==> src/rtl/pwm_config_sequencer_if.sv <==
// pwm_config_sequencer_if: host write port (valid/ready, address, data) for the PWM config sequencer
// Ports:
//  CfgValid  host -> block  write request
//  CfgReady  block -> host  write accepted this cycle when high with CfgValid
//  CfgAddr   host -> block  0=Compare 1=PWMMaxCount 2=TriangleStepSize 3=DeadTimeCount 4=commit
//  CfgData   host -> block  write data, unused for commit
interface pwm_config_sequencer_if #(parameter int BIT_WIDTH = 16) ();
  logic CfgValid;
  logic CfgReady;
  logic [2:0] CfgAddr;
  logic [BIT_WIDTH-1:0] CfgData;
  modport master (output CfgValid, CfgAddr, CfgData, input CfgReady);
  modport slave (input CfgValid, CfgAddr, CfgData, output CfgReady);
endinterface

==> src/rtl/pwm_config_sequencer.sv <==
// pwm_config_sequencer: stages PhaseX PWM settings and applies them atomically at a carrier period boundary
// Ports:
//  MClk, RstN        clock and synchronous active-low reset
//  cfg               host write port (slave side)
//  PeriodSync        one-cycle pulse at the carrier period boundary
//  Compare, PWMMaxCount, TriangleStepSize, DeadTimeCount   active configuration
//  Busy              commit in flight (waiting for sync or applying)
//  CommitDone        one-cycle pulse when a commit completes
//  CfgError          one-cycle pulse when a request is rejected or aborted
//  CfgErrCode        last error cause: 0 bad address, 1 validation, 2 sync timeout
module pwm_config_sequencer #(
  parameter int BIT_WIDTH = 16,
  parameter int DEF_MAXCOUNT = 1000,
  parameter int DEF_COMPARE = 500,
  parameter int DEF_STEP = 1,
  parameter int DEF_DEADTIME = 10,
  parameter int SYNC_TIMEOUT = 65535
) (
  input  logic MClk,
  input  logic RstN,
  pwm_config_sequencer_if.slave cfg,
  input  logic PeriodSync,
  output logic [BIT_WIDTH-1:0] Compare,
  output logic [BIT_WIDTH-1:0] PWMMaxCount,
  output logic [BIT_WIDTH-1:0] TriangleStepSize,
  output logic [BIT_WIDTH-1:0] DeadTimeCount,
  output logic Busy,
  output logic CommitDone,
  output logic CfgError,
  output logic [1:0] CfgErrCode
);
  localparam int TO_W = SYNC_TIMEOUT > 1 ? $clog2(SYNC_TIMEOUT) : 1;
  localparam logic [TO_W-1:0] LAST_CNT = TO_W'(SYNC_TIMEOUT - 1);
  typedef enum logic [1:0] {IDLE, STAGED, WAIT_SYNC, APPLY} stateE;
  stateE state, stateNext;
  logic [TO_W-1:0] cnt, cntNext;
  logic [BIT_WIDTH-1:0] stCmp, stMax, stStep, stDead;
  logic xfer, stagedOk, doneNext, errNext;
  logic [1:0] codeNext;
  assign cfg.CfgReady = (state == IDLE) || (state == STAGED);
  assign Busy = (state == WAIT_SYNC) || (state == APPLY);
  assign xfer = cfg.CfgValid && cfg.CfgReady;
  // Doubling dead time in one extra bit so large values cannot wrap past the check.
  assign stagedOk = (stMax != '0) && (stCmp <= stMax) && (stStep != '0) && (stStep <= stMax)
                    && ({stDead, 1'b0} < {1'b0, stMax});
  always_comb begin
    stateNext = state;
    cntNext = cnt;
    doneNext = 1'b0;
    errNext = 1'b0;
    codeNext = CfgErrCode;
    unique case (state)
      IDLE, STAGED: if (xfer) begin
        if (cfg.CfgAddr < 3'd4) stateNext = STAGED;
        else if (cfg.CfgAddr == 3'd4) begin
          if (state == IDLE) doneNext = 1'b1;
          else if (stagedOk) begin
            stateNext = WAIT_SYNC;
            cntNext = '0;
          end else begin
            errNext = 1'b1;
            codeNext = 2'd1;
          end
        end else begin
          errNext = 1'b1;
          codeNext = 2'd0;
        end
      end
      WAIT_SYNC: begin
        cntNext = cnt + 1'b1;
        // A sync pulse on the final allowed cycle still wins over the timeout.
        if (PeriodSync) stateNext = APPLY;
        else if (cnt == LAST_CNT) begin
          stateNext = STAGED;
          errNext = 1'b1;
          codeNext = 2'd2;
        end
      end
      default: begin
        stateNext = IDLE;
        doneNext = 1'b1;
      end
    endcase
  end
  always_ff @(posedge MClk) begin
    if (!RstN) begin
      state <= IDLE;
      cnt <= '0;
      CommitDone <= 1'b0;
      CfgError <= 1'b0;
      CfgErrCode <= 2'd0;
      stCmp <= BIT_WIDTH'(DEF_COMPARE);
      stMax <= BIT_WIDTH'(DEF_MAXCOUNT);
      stStep <= BIT_WIDTH'(DEF_STEP);
      stDead <= BIT_WIDTH'(DEF_DEADTIME);
      Compare <= BIT_WIDTH'(DEF_COMPARE);
      PWMMaxCount <= BIT_WIDTH'(DEF_MAXCOUNT);
      TriangleStepSize <= BIT_WIDTH'(DEF_STEP);
      DeadTimeCount <= BIT_WIDTH'(DEF_DEADTIME);
    end else begin
      state <= stateNext;
      cnt <= cntNext;
      CommitDone <= doneNext;
      CfgError <= errNext;
      CfgErrCode <= codeNext;
      if (xfer && cfg.CfgAddr == 3'd0) stCmp <= cfg.CfgData;
      if (xfer && cfg.CfgAddr == 3'd1) stMax <= cfg.CfgData;
      if (xfer && cfg.CfgAddr == 3'd2) stStep <= cfg.CfgData;
      if (xfer && cfg.CfgAddr == 3'd3) stDead <= cfg.CfgData;
      if (state == APPLY) begin
        Compare <= stCmp;
        PWMMaxCount <= stMax;
        TriangleStepSize <= stStep;
        DeadTimeCount <= stDead;
      end
    end
  end
endmodule

==> src/flat_wrapper.sv <==
// flat-port wrapper written by rule: the top's interface ports become plain ports
module pwm_config_sequencer_flat 
#(
  parameter int BIT_WIDTH = 16,
  parameter int DEF_MAXCOUNT = 1000,
  parameter int DEF_COMPARE = 500,
  parameter int DEF_STEP = 1,
  parameter int DEF_DEADTIME = 10,
  parameter int SYNC_TIMEOUT = 65535
)
  (MClk, RstN, PeriodSync, Compare, PWMMaxCount, TriangleStepSize, DeadTimeCount, Busy, CommitDone, CfgError, CfgErrCode, cfg_CfgValid, cfg_CfgAddr, cfg_CfgData, cfg_CfgReady);
  pwm_config_sequencer_if #(.BIT_WIDTH(BIT_WIDTH)) cfg_i ();
  input  logic MClk;
  input  logic RstN;
  input  logic PeriodSync;
  output logic [BIT_WIDTH-1:0] Compare;
  output logic [BIT_WIDTH-1:0] PWMMaxCount;
  output logic [BIT_WIDTH-1:0] TriangleStepSize;
  output logic [BIT_WIDTH-1:0] DeadTimeCount;
  output logic Busy;
  output logic CommitDone;
  output logic CfgError;
  output logic [1:0] CfgErrCode;
  input wire logic [$bits(cfg_i.CfgValid)-1:0] cfg_CfgValid;
  input wire logic [$bits(cfg_i.CfgAddr)-1:0] cfg_CfgAddr;
  input wire logic [$bits(cfg_i.CfgData)-1:0] cfg_CfgData;
  output wire logic [$bits(cfg_i.CfgReady)-1:0] cfg_CfgReady;
  assign cfg_i.CfgValid = cfg_CfgValid;
  assign cfg_i.CfgAddr = cfg_CfgAddr;
  assign cfg_i.CfgData = cfg_CfgData;
  assign cfg_CfgReady = cfg_i.CfgReady;
  pwm_config_sequencer #(.BIT_WIDTH(BIT_WIDTH), .DEF_MAXCOUNT(DEF_MAXCOUNT), .DEF_COMPARE(DEF_COMPARE), .DEF_STEP(DEF_STEP), .DEF_DEADTIME(DEF_DEADTIME), .SYNC_TIMEOUT(SYNC_TIMEOUT)) u_core (.MClk(MClk), .RstN(RstN), .cfg(cfg_i), .PeriodSync(PeriodSync), .Compare(Compare), .PWMMaxCount(PWMMaxCount), .TriangleStepSize(TriangleStepSize), .DeadTimeCount(DeadTimeCount), .Busy(Busy), .CommitDone(CommitDone), .CfgError(CfgError), .CfgErrCode(CfgErrCode));
endmodule
==> config.mk <==
export PLATFORM = sky130hd
export DESIGN_NAME = pwm_config_sequencer_flat
export DESIGN_NICKNAME = d
export VERILOG_FILES = /design/src/rtl/pwm_config_sequencer_if.sv /design/src/rtl/pwm_config_sequencer.sv /design/src/flat_wrapper.sv
export SDC_FILE = /design/constraint.sdc
export NUM_CORES = 1
export LEC_CHECK = 0
export ABC_AREA = 0
export ABC_CLOCK_PERIOD_IN_PS = 4100
export CAP_MARGIN = 40
export CORE_MARGIN = 3
export CORE_UTILIZATION = 40
export CTS_CLUSTER_DIAMETER = 60
export DETAILED_ROUTE_END_ITERATION = 12
export GPL_ROUTABILITY_DRIVEN = 0
export GPL_TIMING_DRIVEN = 0
export PLACE_DENSITY = 0.67
export SLEW_MARGIN = 25
export SYNTH_ARGS = -nofsm -noshare
export SYNTH_HDL_FRONTEND = slang
export SYNTH_SLANG_ARGS = --single-unit
==> constraint.sdc <==
create_clock -name MClk -period 4.1 [get_ports MClk]
set_input_delay 0.615 -clock MClk [delete_from_list [all_inputs] [get_ports MClk]]
set_output_delay 0.615 -clock MClk [all_outputs]
set_load 0.01 [all_outputs]
==> flow_summary.toml <==
[detailed_routing]
routedWlPerCell_um = 17.1
drt_iter0_markers = 427
drc = 0
vias_per_cell = 5.35
wirelength_mm = 20.2
antenna_left = 0
first_pass_iters = 7
via_count = 6307

[clock_network]
clock_path_buffers = 2
clk_pin_slew_ps = 60
cts_tree = "built"
post_cts_buffers = 0
insertion_delay_ps = 430
cts_hold_buf = 0
cts_buffers = 17
htreeDepth = 4
ctsRootBufferMaster = "clkbuf_16"
cts-resized-gates = 0
clock_sinks = 150

[pwr]
leakage_nw = 3.42
p_per_area_nw_per_um2 = 388
vdd_drop_max_uv = 301

[critical_path]
critical_path_cell_count = 9
path_cells = "inv_1 > ha_1 > nand4_1 > or4_1 > nor3_1 > o221ai_2 > nor3_4 > buf_2 > o22ai_1"
crit_path_max_incr_delay_ps = 530
crit_family = "simple AND/OR/NAND/NOR gates"
worst-setup-path-type = "reg2reg"
r2r_cells = 9
cp.required_ps = 4380
crit_arrival_ps = 3280
endpoint_kind = "flip-flop"
slowest_stage = "or4_1"
crit_path_max_fanout = 10
cp_num_buf_inv = 2
start_kind = "flip-flop"

[logic_synthesis]
ys.flop_type = "dfxtp_1"
avgSynthCellArea_um2 = 8.32
synth-xor-area-share_pct = 0.377
syn-cell-area_um2 = 6960
ys_seq_area_share_pct = 43.1
synthAdderAreaFrac_pct = 8.81
synth_nets = 909
ys_ff_latch = 150
async_flop_share_pct = 0
syn_inst = 837
synth-compound-area-share_pct = 17.5
yosys.area_share.simple_pct = 24.2
ys_warn_count = 0
synth.area.mux_share_pct = 2.30
yosysUniqueCellTypes = 52
synth-edff-count = 0
synth_top_family_by_area = "simple AND/OR/NAND/NOR gates"

[cells_and_area]
seq_area_um2 = 3000
multi_input_area_um2 = 3700
filler_cell_count = 1642
antenna_cells = 0
areaGrowthSynthToFinish_pct = 26.3
fin_nets = 1019
layout-drive-gt1-share_pct = 4.69

[floorplan]
die_area_um2 = 19000
core_um2 = 16800
num_rows = 47
dieHeight_um = 138
num_io_pins = 93
die_x_um = 138
initial_core_util_pct = 41.4

[timing]
setup_ws_ps = 1100
hold_slack_ps = 459
fmax_mhz = 333
fin_crit_sh_pct = 73.2
hold_viol_final = 0
max_slew_margin_pct = 61.1
fin_crit_ps = 3000
final-setup-viol-count = 0
worst-slew-pin-transition_ps = 581
report.final.slew_viol_count = 0
setup_tns_ps = 0
finalClockSkew_ps = 11.1
rsz0062_at_grt = "no"

[worst_hold_path]
min_path_cells = 2
hold_path.class = "reg2reg"

[grt]
grt-ovfl-total = 0
grt_start_max_net_pins = 17
grt_antenna_before_repair = 0
grt.total_usage_pct = 21.9
grt_pass1_vias = 5955
grt_pass1_wl_mm = 32.0

[placed_design]
dpl_worst_slack_ps = 1010
portBuffers = 91
dp_hpwl_mm = 15.1

[status]
status = "complete, no violations"

[run]
drv_cap = 0
routing by layer:
layer / up-vias / global-route usage, % / routed length [µm] / part of all wire (%)
met3: 35 / 4.21 / 1120 / 5.5
met4: 0 / 8.23 / 483 / 2.4
met5: - / 0 / 0 / 0
met1: 2967 / 30.3 / 9610 / 48
met2: 197 / 34.0 / 9000 / 45
li1: 3108 / - / - / -
path summary, 6_finish.rpt:
| path | startpoint | to | slack (ps) |
|---|---|---|---|
| worst min register to register | u_core.TriangleStepSize[8] | u_core.TriangleStepSize[8] | 460 |
| worst max register to register | u_core.stMax[15] | u_core.cnt[14] | 1100 |
| worst max-delay path | u_core.stMax[15] | u_core.cnt[14] | 1100 |
| worst min-delay path | u_core.TriangleStepSize[8] | u_core.TriangleStepSize[8] | 460 |
cell families (layout without fill, tap and decap cells):
group	count (synthesis)	count (layout)
adder cells (fa/ha/maj)	49	49
AO/OA/AOI/OAI	176	176
AND/OR/NAND/NOR	375	375
multiplexers	16	16
XOR/XNOR	3	3
flip-flops	150	150
buffers and inverters	68	190
area by class of cell:
type                    count  area share (%)
clock inverters             9            1.96
flip-flops and latches    150            34.1
inverters                  22           0.939
multi-input cells         619            42.1
plain buffers              46            1.99
well taps                 220            3.13
repair buffers             91            10.4
clock buffers              22            5.39
flip-flops by register name (all words and copies together), names as in the netlist:
| name | count |
|---|---|
| u_core.DeadTimeCount | 16 |
| u_core.CfgError | 1 |
| u_core.CfgErrCode | 2 |
| u_core.state | 2 |
| u_core.CommitDone | 1 |
| u_core.stCmp | 16 |
| u_core.stDead | 16 |
| u_core.Compare | 16 |
| u_core.PWMMaxCount | 16 |
| u_core.cnt | 16 |
| u_core.stStep | 16 |
| u_core.stMax | 16 |
| u_core.TriangleStepSize | 16 |
cells in the mapped netlist (2+ instances only):
cell / instances / area share (%)
nand2_1: 245 / 13
dfxtp_1: 150 / 43
a21boi_0: 89 / 9.6
ha_1: 49 / 8.8
nand3_1: 45 / 3.2
clkbuf_1: 40 / 2.2
a21oi_1: 33 / 2.4
inv_1: 22 / 1.2
mux2i_1: 16 / 2.3
nor2_1: 16 / 0.86
o21ai_0: 16 / 1.2
nor2b_1: 15 / 1.3
nor4_1: 11 / 0.99
nand4_1: 9 / 0.81
o211ai_1: 9 / 0.97
nor3_1: 7 / 0.50
and3_1: 5 / 0.45
o22ai_1: 5 / 0.45
a211oi_1: 4 / 0.43
buf_1: 4 / 0.22
nor3b_1: 4 / 0.43
a21o_1: 3 / 0.32
nand4_2: 3 / 0.54
o21a_1: 3 / 0.32
xor2_1: 3 / 0.38
a221o_1: 2 / 0.29
a31oi_1: 2 / 0.18
and2_1: 2 / 0.18
buf_2: 2 / 0.14
where the power goes:
| part | internal, mW | switching, mW |
|---|---|---|
| clock network | 1.12 | 0.605 |
| registers | 1.47 | 0.0186 |
| logic | 0.0780 | 0.114 |
worst min-delay path, stage by stage, from the launching register on:
cell	delay (ps)
dfxtp_1	300
nand2_1	40
a21boi_0	60
stage by stage:
| step | instances | total power, mW | area (µm²) | utilization, % |
|---|---|---|---|---|
| 3_5_place_dp | 1148 | 1.71 | 8150 | 48.4 |
| 6_report | 1179 | 3.41 | 8790 | 52.3 |
| 2_1_floorplan | 837 | 1.63 | 6960 | - |
| 4_1_cts | 1179 | 3.42 | 8790 | 52.3 |
| 3_3_place_gp | 1148 | 1.71 | 8150 | 48.4 |
| 5_1_grt | 1179 | 3.50 | 8790 | 52.3 |
layout by cell type (no fill, tap or decap), types with 2 or more instances in the layout:
cell type and count:
nand2_1 245, nor3_1 7, inv_1 22, mux2i_1 16, clkdlybuf4s50_1 91, o21a_1 3, a31oi_1 2, dfxtp_1 150
nor2b_1 15, a221o_1 2, clkbuf_8 3, bufinv_16 5, nand4_2 3, nor3b_1 4, nand4_1 9, nand3_1 45
a211oi_1 4, and3_1 5, clkbuf_16 17, o22ai_1 5, clkinv_2 3, and2_1 2, buf_1 4, a21boi_0 89
nor2_1 16, buf_2 2, o211ai_1 9, clkbuf_1 42, a21o_1 3, a21oi_1 33, ha_1 49, xor2_1 3
nor4_1 11, o21ai_0 16
No activity file was read; power rests on OpenSTA's default activity.
